`config.mk`:
```
export PLATFORM = sky130hd
export DESIGN_NAME = div_quintuple
export DESIGN_NICKNAME = d
export VERILOG_FILES = /design/src/rtl/div_quintuple.sv
export SDC_FILE = /design/constraint.sdc
export NUM_CORES = 1
export LEC_CHECK = 0
export CAP_MARGIN = 25
export CELL_PAD_IN_SITES_DETAIL_PLACEMENT = 1
export CELL_PAD_IN_SITES_GLOBAL_PLACEMENT = 1
export CORE_MARGIN = 2
export CORE_UTILIZATION = 39
export DETAILED_ROUTE_END_ITERATION = 6
export HOLD_SLACK_MARGIN = 0.02
export PLACE_DENSITY = 0.82
export REMOVE_ABC_BUFFERS = 1
export SYNTH_ARGS = -nofsm -noshare
export SYNTH_HDL_FRONTEND = slang
export SYNTH_SLANG_ARGS = --single-unit
```
`constraint.sdc`:
```
create_clock -name clk -period 2.19 [get_ports clk]
set_input_delay 0.3285 -clock clk [delete_from_list [all_inputs] [get_ports clk]]
set_output_delay 0.3285 -clock clk [all_outputs]
set_load 0.005 [all_outputs]
```
`src/rtl/div_quintuple.sv`:
```
// Sequential signed divide-by-5: restoring shift-subtract, one quotient bit per cycle.
// Undoes the x5 quintuplicator and flags exactness and operand-range fit of the quotient.
module div_quintuple #(
    parameter int unsigned WIDTH = 12,
    parameter int unsigned OP_W  = 6
) (
    input  logic             clk,
    input  logic             rst_n,
    input  logic             start,
    input  logic [WIDTH-1:0] y_in,
    output logic [WIDTH-3:0] q,
    output logic [3:0]       r,
    output logic             exact,
    output logic             fits,
    output logic             busy,
    output logic             done
);

    localparam int unsigned CNT_W = $clog2(WIDTH);

    typedef enum logic [1:0] {IDLE, DIV, FIX} state_t;

    state_t             state, state_n;
    logic               sign, sign_n;
    logic [WIDTH-1:0]   mag, mag_n;
    logic [3:0]         rem, rem_n;
    logic [WIDTH-1:0]   qsh, qsh_n;
    logic [CNT_W-1:0]   cnt, cnt_n;
    logic [WIDTH-3:0]   q_n;
    logic [3:0]         r_n;
    logic               exact_n, fits_n, busy_n, done_n;
    logic [3:0]         trial;
    logic [WIDTH-1:0]   qs;

    // State and datapath registers
    always_ff @(posedge clk or negedge rst_n) begin
        if (!rst_n) begin
            state <= IDLE;
            sign  <= 1'b0;
            mag   <= '0;
            rem   <= '0;
            qsh   <= '0;
            cnt   <= '0;
            q     <= '0;
            r     <= '0;
            exact <= 1'b0;
            fits  <= 1'b0;
            busy  <= 1'b0;
            done  <= 1'b0;
        end else begin
            state <= state_n;
            sign  <= sign_n;
            mag   <= mag_n;
            rem   <= rem_n;
            qsh   <= qsh_n;
            cnt   <= cnt_n;
            q     <= q_n;
            r     <= r_n;
            exact <= exact_n;
            fits  <= fits_n;
            busy  <= busy_n;
            done  <= done_n;
        end
    end

    // Next-state and next-value logic
    always_comb begin
        state_n = state;
        sign_n  = sign;
        mag_n   = mag;
        rem_n   = rem;
        qsh_n   = qsh;
        cnt_n   = cnt;
        q_n     = q;
        r_n     = r;
        exact_n = exact;
        fits_n  = fits;
        done_n  = 1'b0;
        trial   = {rem[2:0], mag[WIDTH-1]};
        qs      = sign ? (-qsh) : qsh;

        case (state)
            IDLE: begin
                if (start) begin
                    state_n = DIV;
                    sign_n  = y_in[WIDTH-1];
                    // -(-2^(W-1)) wraps to 2^(W-1), which is the correct unsigned magnitude
                    mag_n   = y_in[WIDTH-1] ? (-y_in) : y_in;
                    rem_n   = '0;
                    qsh_n   = '0;
                    cnt_n   = CNT_W'(WIDTH - 1);
                end
            end
            DIV: begin
                mag_n = {mag[WIDTH-2:0], 1'b0};
                if (trial >= 4'd5) begin
                    rem_n = trial - 4'd5;
                    qsh_n = {qsh[WIDTH-2:0], 1'b1};
                end else begin
                    rem_n = trial;
                    qsh_n = {qsh[WIDTH-2:0], 1'b0};
                end
                if (cnt == '0) begin
                    state_n = FIX;
                end else begin
                    cnt_n = cnt - CNT_W'(1);
                end
            end
            FIX: begin
                q_n     = qs[WIDTH-3:0];
                r_n     = sign ? (-rem) : rem;
                exact_n = (rem == 4'd0);
                // Quotient fits OP_W bits when all bits above the operand sign bit match it
                fits_n  = (qs[WIDTH-1:OP_W-1] == '0) || (qs[WIDTH-1:OP_W-1] == '1);
                done_n  = 1'b1;
                state_n = IDLE;
            end
            default: begin
                state_n = IDLE;
            end
        endcase

        busy_n = (state_n != IDLE);
    end

endmodule

```
==> impl_metrics.yaml, run 1 <==
sta:
  tightestPinTransition_ns: 0.504
  hold_violations: 0
  setup_violations: 1
  drv_slew: 0
  slew-limit-headroom_pct: 66.4
  fmax_mhz: 444
  period_share_pct: 103
  finalWorstPathRequiredPeriod_ns: 2.25
  rsz0062_at_grt: "yes"
  timing.final.ws_setup_ns: -0.0638
  clock_skew_ns: 0.00956
final_layout:
  nets: 379
  syn_to_final_growth_pct: 23.2
  drive_gt1_share_pct: 13.2
  fin_util_pct: 49.7
  final_cells: 455
  diodes: 0
  fillers: 839
synth:
  ys_async_sr_fraction_pct: 100
  ys_ff_latch: 53
  synthFlopType: "dfrtp_1"
  synth_area_per_cell_um2: 9.38
  yosysSeqAreaShare_pct: 45.3
  yosysTopAreaCellShare_pct: 45.3
  ys_warn_count: 0
  synth_edf_count: 0
  netlist-cell-type-count: 50
  yosysTopAreaCell: "dfrtp_1"
  synth_area_leaders: "dfrtp_1, o21ai_0, nand2_1"
  syn-instance-count: 312
  synthesis.area_mm2: 0.00293
clocking:
  cts_sinks: 53
  numCtsBuffers: 5
  cts_tree: "done"
  root_buffer: "clkbuf_8"
  htree_num_levels: 2
  path_clk_slew_ns: 0.10
  clk-insertion-delay-late_ns: 0.31
  clk_path_buf_depth: 2
setup_path:
  arrival_ns: 2.45
  max_stage_delay_ns: 0.55
  crit_chain: "or4_4 > or4_4 > mux2_4 > a32o_1 > nand4_1 > o211ai_1"
  slowest_stage: "or4_4"
  end_kind: "flip-flop"
  startpoint_type: "flip-flop"
  crit_top_cell: "or4_4"
  critPathRequiredTime_ns: 2.38
  crit_fanout: 2
  criticalPathCategory: "flip-flop to flip-flop"
die:
  coreArea_mm2: 0.00725
  die_area_mm2: 0.00822
  die_h_um: 90.6
  fp.dieW_um: 90.6
  start_util_pct: 40.4
  placementRows: 31
  io-pin-count: 33
route:
  ant_nets: 0
  via_per_inst: 5.35
  top_layer_used: "met4"
  drc: 0
  routed_wl_mm: 6.87
  wl_met1_mm: 3.04
  wl_per_cell_um: 15.1
  vias: 2435
  wl_met3_um: 174
  dr_wl_met2_mm: 3.58
  first_pass_iters: 4
  first_iter_violations: 128
power_and_ir_drop:
  vdd_drop_max_mv: 0.441
  total_power_uw: 4570
  powerDensity_mw_per_mm2: 1270
  p_leak_uw: 0.00159
place:
  gp_congestion: 0.770
  dp_hpwl_mm: 5.13
  place.port_buffers: 32
  place_inst: 445
grt:
  grt_pass1_wl_mm: 11.9
  grt_overflow: 0
  antenna_found_initial: 0
  track_usage_pct: 17.5
  grt_pass1_vias: 2499
  grt_max_degree: 21
status:
  outcome: "finished, violations left"
  violations: "setup timing"
run:
  maxCapViolations: 0
worst_hold_path:
  hp-class: "flip-flop to flip-flop"
[layer usage]
| metal | GRT usage, % | vias to the layer above |
|---|---|---|
| met5 | 0 | - |
| li1 | - | 1191 |
| met2 | 31.4 | 36 |
| met4 | 4.23 | 0 |
| met3 | 3.17 | 8 |
| met1 | 21.8 | 1200 |
[logic make-up after synthesis]
group	Yosys count	share of synthesized area [%]
flip-flops	53	45.3
multiplexers	7	2.69
AND/OR/NAND/NOR	88	15.3
buffers and inverters	38	5.04
adder cells (fa/ha/maj)	9	3.85
AO/OA/AOI/OAI	96	21.6
XOR/XNOR	21	6.28
[what timing repair did]
item                                   4_1_cts  5_1_grt
setup endpoints to repair                    1        1
resized for setup                            1        1
endpoints found under the hold margin       18        0
hold buffers                                 1        0
buffers inserted                             1        0
pin swaps                                    1        0
[flip-flops by register name (all words and copies together), names as in the netlist, 2 cells and up]
| signal | cells |
|---|---|
| rem | 4 |
| qsh | 12 |
| mag | 12 |
| q | 10 |
| state | 2 |
| r | 4 |
| cnt | 4 |
[where the power goes]
group	internal [uW]	total, uW	switching [uW]	leakage [uW]
combinational	1140	2180	1040	0.000846
sequential	1330	1710	376	0.000686
clock	344	675	332	0.0000554
[layout by cell type (no fill, tap or decap), types with 2 or more instances in the layout]
cell / instances
a21oi_1: 17
a22o_1: 9
a22o_2: 2
a22oi_1: 6
a32o_1: 3
buf_4: 27
clkbuf_8: 5
clkdlybuf4s50_1: 31
dfrtp_1: 53
ha_1: 9
inv_1: 14
mux2_2: 2
mux2i_1: 3
nand2_1: 35
nand2b_1: 7
nand3_1: 2
nor2_1: 13
nor2b_1: 11
nor3_1: 5
o21ai_0: 33
o22ai_1: 5
o31ai_1: 8
o41ai_1: 2
or3_1: 2
or4_4: 2
xnor2_1: 12
xor2_1: 9
[critical path: cells and delay by family, from the launching register on]
kind	cells	cell delay [ns]
compound gates	2	0.34
flops	1	0.40
mux	1	0.31
simple gates	3	1.07
[synthesized netlist by cell type (5+ instances only)]
cell type	instances
dfrtp_1	53
nand2_1	35
o21ai_0	33
clkbuf_1	18
a21oi_1	17
inv_1	14
nor2_1	13
xnor2_1	12
nor2b_1	11
a22o_1	9
ha_1	9
xor2_1	9
o31ai_1	8
nand2b_1	7
a22oi_1	6
nor3_1	5
o22ai_1	5
[metrics by stage]
step / setup slack [ns] / setup TNS, ns / cell area, um2 / hold WS [ns]
CTS: -0.0675 / -0.0675 / 3600 / 0.493
floorplan: -0.0380 / -0.0380 / 2830 / 0.0329
detailed placement: -0.0863 / -0.0863 / 3470 / 0.321
finish: -0.0638 / -0.0638 / 3610 / 0.487
global route: -0.156 / -0.156 / 3610 / 0.525
global placement: -0.0261 / -0.0261 / 3470 / 0.305
[final cells by class]
| cell class | count | area, um2 | area share [%] |
|---|---|---|---|
| Clock inverter | 2 | 38.8 | 1.07 |
| Inverter | 14 | 52.6 | 1.46 |
| Tap cell | 99 | 124 | 3.43 |
| Timing Repair Buffer | 60 | 528 | 14.6 |
| Clock buffer | 6 | 72.6 | 2.01 |
| Multi-Input combinational cell | 221 | 1470 | 40.6 |
| Sequential cell | 53 | 1330 | 36.8 |
[path summary, 6_finish.rpt]
kind	from	to	slack, ns	depth (start not counted)
worst max-delay path	qsh[3]	fits	-0.06	6
worst min-delay path	q[9]	q[9]	0.49	2
worst max register to register	qsh[3]	fits	-0.06	6
worst min register to register	q[9]	q[9]	0.49	2
max in group asynchronous	rst_n	qsh[4]	1.05	3
min in group asynchronous	rst_n	q[9]	0.51	2
Note: power is estimated with default switching activity, not from simulation.
==> run 2, diff against run 1 <==
--- a/config.mk
+++ b/config.mk
@@ -5,7 +5,6 @@
 export SDC_FILE = /design/constraint.sdc
 export NUM_CORES = 1
 export LEC_CHECK = 0
-export CAP_MARGIN = 25
 export CELL_PAD_IN_SITES_DETAIL_PLACEMENT = 1
 export CELL_PAD_IN_SITES_GLOBAL_PLACEMENT = 1
 export CORE_MARGIN = 2
==> results of run 2 <==
Same layout as run 1: the final DEF is identical, and so are final timing and power.
